<file path="src/rtl/stream_mux_pkg.sv">
// Shared constants for the stream_mux_rr stream multiplexer.
package stream_mux_pkg;

    localparam logic MODE_FIXED = 1'b0;
    localparam logic MODE_RR    = 1'b1;

endpackage

</file>
<file path="src/rtl/rr_arbiter.sv">
// Combinational rotate-priority arbiter: first requester at or above ptr, wrapping.
module rr_arbiter #(
    parameter  int unsigned N_CH = 4,
    localparam int unsigned SW   = $clog2(N_CH)
) (
    input  logic [N_CH-1:0] req,
    input  logic [SW-1:0]   ptr,
    output logic [SW-1:0]   gnt_idx,
    output logic            gnt_vld
);

    int unsigned idx;

    // Walk from the farthest offset down so the nearest requester wins.
    always_comb begin
        gnt_idx = '0;
        gnt_vld = 1'b0;
        idx     = 0;
        for (int k = int'(N_CH) - 1; k >= 0; k--) begin
            idx = (32'(ptr) + 32'(k)) % N_CH;
            if (req[SW'(idx)]) begin
                gnt_vld = 1'b1;
                gnt_idx = SW'(idx);
            end
        end
    end

endmodule

</file>
<file path="src/rtl/stream_mux_rr.sv">
// N-channel registered stream mux, fixed-select or round-robin arbitration.
// Optional packet lock (in_last/out_last) enabled by STREAM_MUX_PKT_LOCK_EN.
module stream_mux_rr
    import stream_mux_pkg::*;
#(
    parameter  int unsigned N_CH = 4,
    parameter  int unsigned DW   = 8,
    localparam int unsigned SW   = $clog2(N_CH)
) (
    input  logic                 clk,
    input  logic                 rst,
    input  logic                 mode,
    input  logic [SW-1:0]        sel,
    input  logic [N_CH*DW-1:0]   in_data,
    input  logic [N_CH-1:0]      in_valid,
    output logic [N_CH-1:0]      in_ready,
    output logic [DW-1:0]        out_data,
    output logic [SW-1:0]        out_ch,
    output logic                 out_valid,
    input  logic                 out_ready
`ifdef STREAM_MUX_PKT_LOCK_EN
    ,
    input  logic [N_CH-1:0]      in_last,
    output logic                 out_last
`endif
);

    logic [DW-1:0] ch_data [N_CH];
    logic [SW-1:0] rr_ptr;
    logic [SW-1:0] arb_idx;
    logic          arb_vld;
    logic [SW-1:0] grant_idx;
    logic          grant_vld;
    logic          load;
    logic          xfer;
    logic          pkt_end;

    for (genvar i = 0; i < int'(N_CH); i++) begin : g_unpack
        assign ch_data[i] = in_data[i*DW +: DW];
    end

    rr_arbiter #(.N_CH(N_CH)) u_arb (
        .req     (in_valid),
        .ptr     (rr_ptr),
        .gnt_idx (arb_idx),
        .gnt_vld (arb_vld)
    );

`ifdef STREAM_MUX_PKT_LOCK_EN
    logic          lock;
    logic [SW-1:0] lock_ch;

    assign pkt_end = in_last[grant_idx];
`else
    assign pkt_end = 1'b1;
`endif

    assign load = !out_valid || out_ready;
    assign xfer = grant_vld && load;

    // Grant selection: an open packet overrides mode and sel.
    always_comb begin
        grant_idx = '0;
        grant_vld = 1'b0;
`ifdef STREAM_MUX_PKT_LOCK_EN
        if (lock) begin
            grant_idx = lock_ch;
            grant_vld = in_valid[lock_ch];
        end else
`endif
        if (mode == MODE_RR) begin
            grant_idx = arb_idx;
            grant_vld = arb_vld;
        end else if ((32'(sel) < N_CH) && in_valid[sel]) begin
            grant_idx = sel;
            grant_vld = 1'b1;
        end
    end

    always_comb begin
        in_ready = '0;
        if (xfer) begin
            in_ready[grant_idx] = 1'b1;
        end
    end

    // Output register; data and channel hold when the register drains empty.
    always_ff @(posedge clk or posedge rst) begin
        if (rst) begin
            out_valid <= 1'b0;
            out_data  <= '0;
            out_ch    <= '0;
        end else if (load) begin
            out_valid <= grant_vld;
            if (grant_vld) begin
                out_data <= ch_data[grant_idx];
                out_ch   <= grant_idx;
            end
        end
    end

    always_ff @(posedge clk or posedge rst) begin
        if (rst) begin
            rr_ptr <= '0;
        end else if (xfer && (mode == MODE_RR) && pkt_end) begin
            rr_ptr <= (32'(grant_idx) == N_CH - 1) ? '0 : grant_idx + SW'(1);
        end
    end

`ifdef STREAM_MUX_PKT_LOCK_EN
    // Packet lock follows the last transferred beat's end marker.
    always_ff @(posedge clk or posedge rst) begin
        if (rst) begin
            lock     <= 1'b0;
            lock_ch  <= '0;
            out_last <= 1'b0;
        end else if (xfer) begin
            lock     <= !pkt_end;
            lock_ch  <= grant_idx;
            out_last <= pkt_end;
        end
    end
`endif

endmodule

</file>
<file path="config.mk">
export PLATFORM = sky130hd
export DESIGN_NAME = stream_mux_rr
export DESIGN_NICKNAME = d
export VERILOG_FILES = /design/src/rtl/stream_mux_pkg.sv /design/src/rtl/rr_arbiter.sv /design/src/rtl/stream_mux_rr.sv
export SDC_FILE = /design/constraint.sdc
export NUM_CORES = 1
export LEC_CHECK = 0
export CORE_ASPECT_RATIO = 1.5
export CORE_MARGIN = 2
export CORE_UTILIZATION = 40
export CTS_BUF_LIST = sky130_fd_sc_hd__clkbuf_8
export DETAILED_ROUTE_END_ITERATION = 6
export PLACE_DENSITY = 0.83
export SKIP_CTS_REPAIR_TIMING = 1
export SYNTH_ARGS = -nofsm -noshare
export SYNTH_HDL_FRONTEND = slang
export SYNTH_HIERARCHICAL = 1
export SYNTH_SLANG_ARGS = --single-unit
</file>
<file path="constraint.sdc">
create_clock -name clk -period 2.86 [get_ports clk]
set_clock_uncertainty 0.2 [all_clocks]
set_input_delay 0.572 -clock clk [delete_from_list [all_inputs] [get_ports clk]]
set_output_delay 0.572 -clock clk [all_outputs]
set_load 0.01 [all_outputs]
</file>
### Word level (Yosys, flattened, before mapping)

Cells that the tools add are included.

* register bits: 13
* bits in latches: 0
* RAM bits: 0
* ROM bits: 0
* output and inout port bits: 15
* logic and storage cells: 53
* memories kept: 0

* add/subtract/negate cells: 4
* $mul: 0
* div/mod/pow operators: 0
* magnitude comparators: 8
* eq/ne operators: 1
* shift operators: 0
* mux-type cells: 29
* bitwise gates (word level): 1
* reductions and logical operators: 6

Operator list (count)
* less-than comparator 2 x 3 -> 1 bit, second input constant: 6
* binary-select mux 8 bit (select 2 bit): 1
* two-way mux 8 bit: 2
* two-way mux 2 bit: 7
* two-way mux 1 bit: 12
* binary-select mux 1 bit (select 2 bit): 5
* adder 2 x 1 -> 2 bit, second input constant: 2
* adder 2 bit, second input constant: 2
* two-way mux 4 bit: 1
* >= comparator 3 bit, second input constant: 1
* logical AND 1 bit: 3
* NOT 2 -> 3 bit: 1
* demux 1 bit (select 2 bit): 1
* equality test 2 bit, second input constant: 1
* >= comparator 2 x 1 -> 1 bit, second input constant: 1
* AND reduction 2 bit: 1
* logical NOT 1 bit: 1
* logical OR 1 bit: 1

### Depth between registers and ports, before layout

* depth after elaboration: 13
* gate-level depth with buffers: 9
* gate-level depth less buffers: 9

### Modules after synthesis

The synthesis kept the hierarchy.

Modules (own cells, without submodules)
* stream_mux_rr: instances 1, cells an instance 101, area an instance 952.2 um^2
* rr_arbiter: instances 1, cells an instance 13, area an instance 77.6 um^2

### Worst setup path before layout

Ideal clock, no wire load.

* path type: input to output
* from: input port sel[0]
* to: output port in_ready[0]
* data arrival time: 1722 ps
* data required time: 2088 ps
* path slack: 366 ps
* stages on the path: 6
* cell sequence: mux4_2 > mux2i_1 > or2_1 > buf_6 > buf_6 > nor3_1

* cells in the longest elaborated chain, start to end: 9
* elaborated cells on any way between the ends: 13

Ends and longest elaborated chain
* from (decl): line stream_mux_rr.sv:13 `input logic [SW-1:0] sel,`
* binary-select mux 1 bit (select 2 bit): line stream_mux_rr.sv:74 `end else if ((32'(sel) < N_CH) && in_valid[sel]) begin`
* two-way mux 1 bit (not written as such): line stream_mux_rr.sv:74
* two-way mux 2 bit: line stream_mux_rr.sv:74
* two-way mux 2 bit: line stream_mux_rr.sv:71 `if (mode == MODE_RR) begin`
* less-than comparator 2 x 3 -> 1 bit (not written as such) or >= comparator 2 x 1 -> 1 bit (tied branches): line stream_mux_rr.sv:83 `in_ready[grant_idx] = 1'b1;`
* logical AND 1 bit (not written as such): line stream_mux_rr.sv:83
* two-way mux 1 bit (not written as such): line stream_mux_rr.sv:83
* demux 1 bit (select 2 bit): line stream_mux_rr.sv:83
* two-way mux 4 bit *: line stream_mux_rr.sv:82 `if (xfer) begin`
* to (decl): line stream_mux_rr.sv:16 `output logic [N_CH-1:0] in_ready,`

Mark *: on every way between the ends. The rest lies on a longest branch, timed or not. The select of a mux whose other input is x is not followed.

### Worst setup path in the final report

* from: register rr_ptr[1]
* to: output port in_ready[2]

* cells in the longest elaborated chain, start to end: 13
* elaborated cells on any way between the ends: 28

Ends and longest elaborated chain
* from (decl): line stream_mux_rr.sv:29 `logic [SW-1:0] rr_ptr;`
* from (signal assigned): line stream_mux_rr.sv:106 `rr_ptr <= (32'(grant_idx) == N_CH - 1) ? '0 : grant_idx + SW'(1);`
* adder 2 bit: line rr_arbiter.sv:20 `idx = (32'(ptr) + 32'(k)) % N_CH;`
* binary-select mux 1 bit (select 2 bit): line rr_arbiter.sv:21 `if (req[SW'(idx)]) begin`
* two-way mux 1 bit (not written as such): line rr_arbiter.sv:21
* two-way mux 2 bit (3 in series): line rr_arbiter.sv:21
* two-way mux 2 bit *: line rr_arbiter.sv:21
* named net arb_idx[0]: line stream_mux_rr.sv:30 `logic [SW-1:0] arb_idx;`
* two-way mux 2 bit *: line stream_mux_rr.sv:71
* less-than comparator 2 x 3 -> 1 bit (not written as such) or >= comparator 2 x 1 -> 1 bit (tied branches): line stream_mux_rr.sv:83
* logical AND 1 bit (not written as such): line stream_mux_rr.sv:83
* two-way mux 1 bit (not written as such): line stream_mux_rr.sv:83
* demux 1 bit (select 2 bit) *: line stream_mux_rr.sv:83
* two-way mux 4 bit *: line stream_mux_rr.sv:82

The timed path passes the listed nets; every way through them passes the cells marked *. The select of a mux whose other input is x is not followed.

==> flow_metrics.env <==
export IMPL_outcome="finished, final reports clean"
export IMPL_crit_path_top_delay_cell="dfrtp_2"
export IMPL_startpoint="rr_ptr[1]"
export IMPL_grt_overflow=0
export IMPL_antenna_found_initial=0
export IMPL_synth_seq_area_share=0.3159
export IMPL_drc=0
export IMPL_dpl_cell_count=199
export IMPL_diodes=0
export IMPL_vias=1219
export IMPL_maxSlewViolCount=0
export IMPL_fillCellCount=195
export IMPL_finalSetupViolations=0
export IMPL_place_gp_congestion=0.7951
export IMPL_yosys_warnings=6
export IMPL_cp_common_cell="buf_4"
export IMPL_synthCells=114
export IMPL_synth_area_leaders="dfrtp_1 32%, a221oi_1 14%, and2_1 9.7%"
export IMPL_cts_buffer_depth=2
export IMPL_slew_headroom=0.6586
export IMPL_grt_pass1_vias=1150
export IMPL_dieHeight_um=66.14
export IMPL_syn_cell_area_mm2=0.001030
export IMPL_hold_start="out_ch[0]"
export IMPL_worstSetupStartpointType="flip-flop"
export IMPL_fp_row_count=22
export IMPL_critical_path_required_ns=2.09
export IMPL_p_per_area_mw_per_mm2=533.1
export IMPL_routedWlPerCell_um=16.07
export IMPL_end_kind="output pin"
export IMPL_final_core_util=0.7263
export IMPL_r2r_start="rr_ptr[1]"
export IMPL_postRouteAntennaNets=0
export IMPL_path_max_fanout=6
export IMPL_finalNonFillerCells=207
export IMPL_path_buf_inv=3
export IMPL_fin_area_mm2=0.001779
export IMPL_min_period_over_period=0.9772
export IMPL_ys_seq_elements=13
export IMPL_coreArea_mm2=0.002450
export IMPL_die_area_mm2=0.003004
export IMPL_layout_commonest_cell="clkdlybuf4s50_1"
export IMPL_cts_made_buffers=3
export IMPL_area_delta_synth_final_pct=72.78
export IMPL_cp_cell_sequence="nand2b_1 -> a21oi_1 -> a211oi_2 -> a22o_1 -> buf_4 -> buf_4 -> nor3_1 -> clkbuf_2"
export IMPL_drive_gt1_frac=0.2186
export IMPL_vias_per_cell=5.889
export IMPL_grt_setup_unrepaired="false"
export IMPL_drt_first_pass_iters=4
export IMPL_wl_um=3326
export IMPL_initial_core_util=0.4203
export IMPL_yosys_area_top_type="dfrtp_1"
export IMPL_finalPower_uw=948.5
export IMPL_final_cell_mix="45 x clkdlybuf4s50_1, 18 x buf_4, 16 x and2_1, 16 x a221oi_1, 12 x dfrtp_1"
export IMPL_cts_root_buf="clkbuf_8"
export IMPL_fmax_mhz=357.8
export IMPL_multi_input_area_um2=665.6
export IMPL_synthAdderAreaFrac=0.01215
export IMPL_synth_compound_area_frac=0.3196
export IMPL_p_leak_uw=0.0007927
export IMPL_regArea_um2=326.6
export IMPL_synth_avg_cell_area_um2=9.033
export IMPL_ir_drop_mv=0.2809
export IMPL_worstMarginPinSlew_ns=0.5108
export IMPL_grt_max_degree=17
export IMPL_hpwl_um=2517
export IMPL_io_buffers=56
export IMPL_fp_dieW_um=45.43
export IMPL_syn_num_nets=157
export IMPL_grt_pass1_wl_um=5099
export IMPL_hold_violations=0
export IMPL_maxCapViolCount=0
export IMPL_synthSimpleGateAreaFrac=0.2078
export IMPL_nNetsFinal=227
export IMPL_setup_worst_path_class="flip-flop to output pin"
export IMPL_fin_crit_ns=2.795
export IMPL_synthXorXnorAreaFrac=0
export IMPL_grt_use_total=0.2281
export IMPL_drt_initial_drc_count=42
export IMPL_synth_top_family_by_area="compound AO/OA/AOI/OAI gates"
export IMPL_cts_sinks=13
export IMPL_worstSkewPairLatency_ns=0.25
export IMPL_cp_slowest_stage_delay_ns=0.45
export IMPL_crit_family="compound AO/OA/AOI/OAI gates"
export IMPL_clk_pin_slew_ns=0.05
export IMPL_synthMuxAreaShare=0.08384
export IMPL_holdWs_ns=0.3051
export IMPL_cts_tree="done"
export IMPL_io_pins=57
export IMPL_htreeDepth=1
export IMPL_dpl_cell_area_mm2=0.001674
export IMPL_synth_cell_type_count=29
export IMPL_yosysTopAreaCellShare=0.3159
export IMPL_crit_arrival_ns=2.02
export IMPL_hp_class="flip-flop to flip-flop"
[cell families after synthesis]
family	Yosys count
flip-flops	13
multiplexers	7
AND/OR/NAND/NOR	40
adder cells (fa/ha/maj)	1
buffers and inverters	12
AO/OA/AOI/OAI	41
[cells in the mapped netlist]
library cell   n
a211oi_1       1
a211oi_2       1
a21oi_1        1
a221oi_1      16
a22o_1         1
and2_1        16
buf_2          2
buf_6          2
clkbuf_1       5
clkinv_1       1
dfrtp_1       13
ha_1           1
inv_1          2
mux2_1         2
mux2_2         1
mux2i_1        3
mux4_2         1
nand2_1        7
nand2b_1       4
nor2_1         7
nor2b_1        2
nor3_1         2
nor3b_1        1
o21a_1         1
o21ai_0       10
o21ai_1        1
o31ai_1        4
o31ai_2        5
or2_1          1
[registers in the layout, summed over array words and instances (netlist names)]
register	cells
out_data	8
out_ch	2
rr_ptr	2
out_valid	1
[area by class of cell]
type	count	share of cell area
Timing Repair Buffer	74	0.3938
Clock inverter	1	0.002110
Multi-Input combinational cell	89	0.3741
Tap cell	24	0.01688
Inverter	3	0.006329
Sequential cell	13	0.1835
Clock buffer	3	0.02321
[where the power goes]
part,internal [µW],switching (µW),leakage [µW]
clock network,94.9,65.6,0.0000269
registers,240,48.9,0.000156
logic,281,218,0.000610
[metrics by stage]
step	setup TNS, ns	setup slack [ns]
finish	0	0.06534
global placement	-2.081	-0.5669
CTS	-2.254	-0.5945
global route	0	0.01637
floorplan	0	0.3663
detailed placement	-2.191	-0.5774
[per-layer routing]
layer,up-vias,share of wire,routed length [µm],GRT usage
met5,-,0,0,0
met4,0,0.024,81,0.09559
met3,8,0.083,275,0.03005
met2,73,0.54,1783,0.4102
met1,571,0.36,1185,0.2543
li1,567,-,-,-
[worst paths after layout]
| check | slack, ns | endpoint | depth (start not counted) |
|---|---|---|---|
| max reg2reg | 0.43 | out_data[1] | 9 |
| min reg2reg | 0.31 | out_ch[0] | 1 |
| min | 0.31 | out_ch[0] | 1 |
| max | 0.07 | in_ready[2] | 8 |
| max in group asynchronous | 1.66 | rr_ptr[1] | 2 |
| min in group asynchronous | 0.44 | out_data[1] | 2 |
Note: power is estimated with default switching activity, not from simulation.
